File: src/rtl/truth_table_sweeper.sv
// Truth-table sweeper: walks A..D through 0000..1111, samples F per vector and
// compares the captured table against an expected one. Optional macro: TT_SWEEP_STOP_ON_FAIL_EN.
module truth_table_sweeper #(
    parameter int HOLD_CYCLES = 2
) (
    input  logic        clk,
    input  logic        rst,
    input  logic        start,
    input  logic [15:0] expected,
    input  logic        f_in,
    output logic        A,
    output logic        B,
    output logic        C,
    output logic        D,
    output logic        busy,
    output logic        done,
    output logic [15:0] truth,
    output logic        mismatch,
    output logic [4:0]  mismatch_cnt,
    output logic [3:0]  first_fail
);

    typedef enum logic [1:0] {
        S_IDLE   = 2'd0,
        S_RUN    = 2'd1,
        S_FINISH = 2'd2
    } state_t;

    localparam logic [7:0] HOLD_LAST = 8'(HOLD_CYCLES - 1);

    state_t      r_state;
    logic [3:0]  r_vec;
    logic [7:0]  r_hold;
    logic [15:0] r_truth;
    logic        r_mis;
    logic [4:0]  r_cnt;
    logic [3:0]  r_first;
    logic        r_busy;
    logic        r_done;
    logic [3:0]  r_stim;

    state_t      w_state_nxt;
    logic [3:0]  w_vec_nxt;
    logic [7:0]  w_hold_nxt;
    logic [15:0] w_truth_nxt;
    logic        w_mis_nxt;
    logic [4:0]  w_cnt_nxt;
    logic [3:0]  w_first_nxt;
    logic        w_sample;
    logic        w_fail;
    logic        w_stop;

    assign w_sample = (r_state == S_RUN) && (r_hold == HOLD_LAST);
    assign w_fail   = w_sample && (f_in != expected[r_vec]);

`ifdef TT_SWEEP_STOP_ON_FAIL_EN
    assign w_stop = (r_vec == 4'd15) || w_fail;
`else
    assign w_stop = (r_vec == 4'd15);
`endif

    // Next-state and result-update logic.
    always_comb begin
        w_state_nxt = r_state;
        w_vec_nxt   = r_vec;
        w_hold_nxt  = r_hold;
        w_truth_nxt = r_truth;
        w_mis_nxt   = r_mis;
        w_cnt_nxt   = r_cnt;
        w_first_nxt = r_first;
        case (r_state)
            S_IDLE: begin
                if (start) begin
                    w_state_nxt = S_RUN;
                    w_vec_nxt   = 4'd0;
                    w_hold_nxt  = 8'd0;
                    w_truth_nxt = 16'd0;
                    w_mis_nxt   = 1'b0;
                    w_cnt_nxt   = 5'd0;
                    w_first_nxt = 4'd0;
                end else begin
                    w_state_nxt = S_IDLE;
                end
            end
            S_RUN: begin
                if (w_sample) begin
                    w_truth_nxt[r_vec] = f_in;
                    if (w_fail) begin
                        w_mis_nxt = 1'b1;
                        w_cnt_nxt = r_cnt + 5'd1;
                        if (!r_mis) begin
                            w_first_nxt = r_vec;
                        end else begin
                            w_first_nxt = r_first;
                        end
                    end else begin
                        w_mis_nxt = r_mis;
                    end
                    if (w_stop) begin
                        w_state_nxt = S_FINISH;
                    end else begin
                        w_vec_nxt  = r_vec + 4'd1;
                        w_hold_nxt = 8'd0;
                    end
                end else begin
                    w_hold_nxt = r_hold + 8'd1;
                end
            end
            S_FINISH: w_state_nxt = S_IDLE;
            default:  w_state_nxt = S_IDLE;
        endcase
    end

    // State, results and registered outputs; outputs are computed from next state.
    always_ff @(posedge clk) begin
        if (rst) begin
            r_state <= S_IDLE;
            r_vec   <= 4'd0;
            r_hold  <= 8'd0;
            r_truth <= 16'd0;
            r_mis   <= 1'b0;
            r_cnt   <= 5'd0;
            r_first <= 4'd0;
            r_busy  <= 1'b0;
            r_done  <= 1'b0;
            r_stim  <= 4'd0;
        end else begin
            r_state <= w_state_nxt;
            r_vec   <= w_vec_nxt;
            r_hold  <= w_hold_nxt;
            r_truth <= w_truth_nxt;
            r_mis   <= w_mis_nxt;
            r_cnt   <= w_cnt_nxt;
            r_first <= w_first_nxt;
            r_busy  <= (w_state_nxt == S_RUN);
            r_done  <= (w_state_nxt == S_FINISH);
            r_stim  <= (w_state_nxt == S_RUN) ? w_vec_nxt : 4'd0;
        end
    end

    assign {A, B, C, D}  = r_stim;
    assign busy          = r_busy;
    assign done          = r_done;
    assign truth         = r_truth;
    assign mismatch      = r_mis;
    assign mismatch_cnt  = r_cnt;
    assign first_fail    = r_first;

endmodule

File: config.mk
export PLATFORM = sky130hd
export DESIGN_NAME = truth_table_sweeper
export DESIGN_NICKNAME = d
export VERILOG_FILES = /design/src/rtl/truth_table_sweeper.sv
export SDC_FILE = /design/constraint.sdc
export NUM_CORES = 1
export LEC_CHECK = 0
export CAP_MARGIN = 20
export CORE_UTILIZATION = 50
export DETAILED_ROUTE_END_ITERATION = 7
export PLACE_DENSITY = 0.79
export SETUP_SLACK_MARGIN = 0.3
export SYNTH_ARGS = -nofsm -noshare
export SYNTH_HDL_FRONTEND = slang
export SYNTH_SLANG_ARGS = --single-unit
export TNS_END_PERCENT = 30
File: constraint.sdc
create_clock -name clk -period 2.65 [get_ports clk]
set_clock_uncertainty 0.2 [all_clocks]
set_input_delay 0.53 -clock clk [delete_from_list [all_inputs] [get_ports clk]]
set_output_delay 0.53 -clock clk [all_outputs]
set_load 0.01 [all_outputs]
; Word level (Yosys, flattened, before mapping)
; Index checks and enable logic that the tools add are counted.
[totals]
regBits = 46
latchBits = 0
mem_bits_ro = 0
ramBits = 0
output_inout_bits = 32
mem_count = 0
input_bits = 20
[classes]
order_cmp = 2
n_reduce_logical = 10
n_bitwise = 1
n_div = 0
muxes = 33
n_eq_ne = 11
add_sub_neg = 3
mul = 0
shifts = 0
[op_table]
columns = cell, count
row1 = $mux W16, 2
row2 = $pmux W16 S2, 1
row3 = $mux W4, 7
row4 = $mux W8, 3
row5 = $bwmux W16, 1
row6 = $pmux W4 S2, 2
row7 = $pmux W8 S2, 1
row8 = $mux W5, 3
row9 = $pmux W5 S2, 1
row10 = $add A8 B1 Y8 const B, 1
row11 = $eq A8 B1 Y1 const B, 1
row12 = $ne A2 B2 Y1 const B, 4
row13 = $mux W1, 6
row14 = $reduce_and A3 Y1, 2
row15 = $add A5 B1 Y5 const B, 1
row16 = $lt A4 B5 Y1 const B, 1
row17 = $reduce_and A5 Y1, 1
row18 = $add A4 B1 Y4 const B, 1
row19 = $bmux W1 S4, 1
row20 = $demux W1 S4, 1
row21 = $eq A2 B1 Y1 const B, 2
row22 = $eq A4 B4 Y1 const B, 1
row23 = $ge A4 B1 Y1 const B, 1
row24 = $mux W2, 2
row25 = other kinds (11), 13

; Logic depth before layout (Yosys ltp)
[depth]
word_depth = 7
depth_mapped = 10
ltp_nobuf = 8

; Least setup slack after synthesis
; OpenSTA, ideal clock, no wires.
[synth_path]
path_kind = input to register
startpoint = in expected[11]
endpoint = reg r_cnt[2], in the netlist mismatch_cnt[2]
setup_slack_ps = 345
stages = 6
path_buffers = 0
t_required_ps = 2357
t_arrival_ps = 2012
setup_time_ps = 93
path_cell_list = mux4_2 > mux2i_4 > and4_1 > nor4_2 > or4b_1 > o311ai_2
[synth_via]
elab_chain_cells = 6
[synth_rtl]
columns = element, line
row1 = from (decl), 9  ; input logic [15:0] expected,
row2 = $bmux W1 S4, 54  ; assign w_fail = w_sample && (f_in != expected[r_vec]);
row3 = $mux W1 (implied by the code), 54
row4 = $ne A1 B1 Y1, 54
row5 = $logic_and A1 B1 Y1, 54
row6 = $ne A2 B2 Y1 (no line), --
row7 = $reduce_and A4 Y1 (no line), --
row8 = to (signal assigned), 133  ; r_cnt <= w_cnt_nxt;
row9 = to (decl), 36  ; logic [4:0] r_cnt;
; Every way passes these cells. The select of a mux whose other input is x is not followed.
; A chain may end at the register's enable or synchronous reset.

; Final worst setup path
[layout_path]
startpoint = reg r_hold[0]
endpoint = reg r_cnt[2], in the netlist mismatch_cnt[2]
[layout_via]
elab_chain_cells = 5
[layout_rtl]
columns = element, line
row1 = from (decl), 33  ; logic [7:0] r_hold;
row2 = from (signal assigned), 130  ; r_hold <= w_hold_nxt;
row3 = $eq A8 B1 Y1 (*), 53  ; assign w_sample = (r_state == S_RUN) && (r_hold == HOLD_LAST);
row4 = $logic_and A1 B1 Y1 (*), 53
row5 = $logic_and A1 B1 Y1, 54
row6 = $ne A2 B2 Y1 (no line), --
row7 = $reduce_and A4 Y1 (no line) (*), --
; Every way passes the cells marked *; elsewhere a longest branch is shown, timed or not.

==> metrics list <==
* Die height: 69.9 um
- Dividing the detail-routed wire length by the instance count gives 15.9 um.
* Slew HR: 57.6%
- The worst path needs 2440 ps of the cycle, external delays included.
- Die area: 4880 um^2
- Summed over all nets, the half-perimeter wirelength after detailed placement is 4.16 mm.
- Largest stage delay, worst path: 480 ps
* Final net count: 358
* Vias: 2223
- Final Cycle Share: 92.0%
* Crit Reg-Reg Endpoint: mismatch_cnt[2]
* Total wirelength of the detailed-routed design: 6.10 mm
- The floorplan has 24 rows.
- After clock tree synthesis, the clock-pin slew on the worst setup and hold paths is 90 ps.
- Across the VDD grid, the largest voltage drop is 410 uV.
- Top routing layer used: met4
- Critical path data arrival time: 2460 ps
* Reg2Reg Setup Slack: 210 ps
- Timing analysis after detailed placement gives a worst setup slack of -336 ps.
- The synthesized design contains 46 register bits.
- The H-tree was split into 2 levels.
* Least-Margin Pin Slew: 635 ps
- Routability-driven placement finished with a final weighted congestion of 0.855.
- The root buffer cell chosen for the clock tree is sky130_fd_sc_hd__clkbuf_8.
- Crit Path Class: flop to flop
* Sort of element at the start of the critical path: flop
- Area growth from synthesis to layout: 35.5%
- The startpoint identified for the worst register-to-register timing path is r_hold[0].
* Max Slew Vio Count: 0
* Die width: 69.9 um
- Global routing finished with a remaining overflow of 0.
* Effective utilization at floorplan: 52.6%
- Among all flip-flop cells after synthesis, the most frequent one is sky130_fd_sc_hd__dfxtp_1.
- CTS tree: built
- The detailed router put a total of 2.64 mm of wire on met1.
- Number of warnings printed during yosys synthesis: 0
- Overall track demand over capacity in global routing: 25.1%
* CP Launch Point: r_hold[0]
- Leakage power total: 0.00114 uW
- Critical path cell sequence: ha_1 -> nor4b_4 -> nand3_2 -> nor4b_2 -> nor4_2 -> buf_4 -> or4b_4 -> o311ai_2
- In the final layout, the share of cells above drive strength 1 is 15.7%.
* CORE AREA: 4380 um^2
- Pwr per Cell Area: 422 nW/um^2
- TritonCTS created 5 clock buffers.
- Non-filler cells, final: 384
* Quantity of I/O buffers inserted on ports: 51
- Setup repair after global routing could not meet its margin everywhere.
- Skew-Pair Late Insertion Delay: 310 ps
- Wire length of the first global-routing pass: 9.76 mm
* EDFF count, synth: 0
- CP endpoint kind: flop
- Total nets after synthesis: 298
- HP Start: truth[9]
- The final-report hold violation count was 0.
- The number of antenna diodes in the final layout is 0.
- CP Max Fanout: 6
- Measured in cells, the most critical reg-to-reg path has a length of 8.
* Number of setup violations in the final report: 0
- Before antenna repair, the detailed router went through 4 iterations.
- Crit path max-delay cell type: sky130_fd_sc_hd__or4b_4
- Sequential element share of the synthesized area: 40.0%
- The longest clock path from root to sink contains 2 buffers.
- For this design, the sink count on the clock tree is 46.
- For this run, the top clock speed supported by timing is 410 MHz.
* Wire length on met3: 347 um
* Count of nets left with antenna violations after detail routing: 0
* Vias per cell: 5.79
- For the worst setup path, the data required time is 2670 ps.
* Count of filler cells inserted in the layout: 386
* DRC: 0
- Initial drt markers: 131
* Library cells used by synthesis: 50
* Netlist area before placement: 2300 um^2
* WHS Endpoint: truth[9]
- Worst setup margin: 212 ps
- Wire segments on met2 add up to 3.02 mm in the final route.
- For this design the top-level I/O count stands at 52.
- Maximum number of pins on one net before global-route repair: 22
- Worst hold path stage count: 2
* Gate count after technology mapping: 271
- The tightest min-delay check is of the flop to flop type.
* Share of synthesized registers carrying an async set or reset: 0%
- Max-cap viol count: 0
* Number of global-route vias before repair: 2123
* Syn_area_per_cell: 8.50 um^2
- Number of antenna violations at the first check in global routing: 0
- Status: completed
- Including well taps, the total number of placed cells is 373.
[how the worst max path moves through the flow]
stage | endpoint | cells after the start
after detailed placement | mismatch_cnt[2] | 9
after global placement | mismatch_cnt[2] | 8
final | mismatch_cnt[2] | 8
after floorplan | mismatch_cnt[2] | 6
after CTS | mismatch_cnt[2] | 7
after global routing | mismatch_cnt[2] | 7
[placed cells by master, fill, tap and decap left out, types with 6 or more instances in the layout]
| cell | Yosys | layout |
|---|---|---|
| sky130_fd_sc_hd__dfxtp_1 | 46 | 44 |
| sky130_fd_sc_hd__a21oi_1 | 36 | 36 |
| sky130_fd_sc_hd__clkdlybuf4s50_1 | 0 | 35 |
| sky130_fd_sc_hd__nand2_1 | 24 | 24 |
| sky130_fd_sc_hd__nor2_1 | 23 | 21 |
| sky130_fd_sc_hd__o21ai_1 | 19 | 18 |
| sky130_fd_sc_hd__dlygate4sd2_1 | 0 | 16 |
| sky130_fd_sc_hd__buf_4 | 1 | 16 |
| sky130_fd_sc_hd__nand2b_1 | 7 | 7 |
| sky130_fd_sc_hd__nor3_1 | 9 | 7 |
| sky130_fd_sc_hd__ha_1 | 7 | 7 |
| sky130_fd_sc_hd__nor2b_1 | 6 | 6 |
| sky130_fd_sc_hd__nand3_1 | 7 | 6 |
| sky130_fd_sc_hd__o21bai_1 | 6 | 6 |
| sky130_fd_sc_hd__clkbuf_8 | 0 | 6 |
[Yosys cell counts (3+ instances only)]
library cell / instances / area share [%]
sky130_fd_sc_hd__xnor2_1: 3 / 1.1
sky130_fd_sc_hd__buf_2: 4 / 0.87
sky130_fd_sc_hd__clkbuf_1: 9 / 1.5
sky130_fd_sc_hd__o21bai_1: 6 / 2.0
sky130_fd_sc_hd__and3_1: 7 / 1.9
sky130_fd_sc_hd__inv_1: 5 / 0.81
sky130_fd_sc_hd__a21oi_1: 36 / 7.8
sky130_fd_sc_hd__nand2_1: 24 / 3.9
sky130_fd_sc_hd__nand3_1: 7 / 1.5
sky130_fd_sc_hd__mux4_2: 4 / 3.9
sky130_fd_sc_hd__nand2b_1: 7 / 1.9
sky130_fd_sc_hd__nor2b_1: 6 / 1.6
sky130_fd_sc_hd__a31oi_1: 3 / 0.81
sky130_fd_sc_hd__dfxtp_1: 46 / 40
sky130_fd_sc_hd__or2_1: 3 / 0.81
sky130_fd_sc_hd__ha_1: 7 / 3.8
sky130_fd_sc_hd__nor3_1: 9 / 2.0
sky130_fd_sc_hd__xor2_1: 4 / 1.5
sky130_fd_sc_hd__nor2_1: 23 / 3.7
sky130_fd_sc_hd__o21ai_1: 19 / 4.1
sky130_fd_sc_hd__and2_1: 5 / 1.4
[logic make-up (layout without fill, tap and decap cells)]
logic type	after synthesis	after routing	synth area share, %
flops	46	46	40.0
compound gates	77	77	19.5
xor+xnor	7	7	2.66
buf+inv	23	84	4.83
mux	6	6	5.32
simple gates	105	105	23.9
fa+ha+maj	7	7	3.80
[metal layers]
layer	vias up	GRT usage, %
met5	-	0
met4	0	10.9
met3	11	4.62
met2	72	42.1
met1	1071	31.3
li1	1069	-
[sequential cells by signal (all words and copies together), names as in the netlist]
| register | flops |
|---|---|
| r_vec | 4 |
| mismatch | 1 |
| r_state | 2 |
| mismatch_cnt | 5 |
| r_hold | 8 |
| r_stim | 4 |
| truth | 16 |
| done | 1 |
| busy | 1 |
| first_fail | 4 |
[worst max-delay path, delay by kind of cell (launching register included)]
kind | cells | cell delay [ps]
compound gates | 1 | 80
fa+ha+maj | 1 | 160
buf+inv | 1 | 160
flops | 1 | 390
simple gates | 5 | 1360
[through the flow]
step           hold WS [ps]  total power (uW)  setup TNS [ps]  util [%]  area, um^2
6_report                281              1320               0      71.2        3120
5_1_grt                 308              1370               0      71.2        3120
4_1_cts                 286              1310               0      69.6        3050
3_5_place_dp            272               868           -2120      66.4        2910
3_3_place_gp            267               865           -1210      66.4        2910
2_1_floorplan           286               802               0         -        2300
[final cells by class]
class	instances	area [um^2]	area share, %
clock buffers	6	82.6	2.65
well taps	52	65.1	2.08
inverters	6	22.5	0.721
flip-flops and latches	46	926	29.7
multi-input cells	202	1370	43.8
clock inverters	2	12.5	0.401
repair buffers	70	644	20.6
[power breakdown]
part	internal, uW	leakage [uW]	total, uW	switching, uW
Clock	210	0.0000472	451	241
Sequential	696	0.000372	702	5.84
Combinational	74.4	0.000719	166	91.2
[repair_timing]
action,4_1_cts,5_1_grt
pin swaps,6,6
resized for setup,27,13
setup endpoints to repair,27,25
endpoints found under the hold margin,0,0
hold buffers,0,0
buffers inserted,2,1
Note: power is estimated with default switching activity, not from simulation.
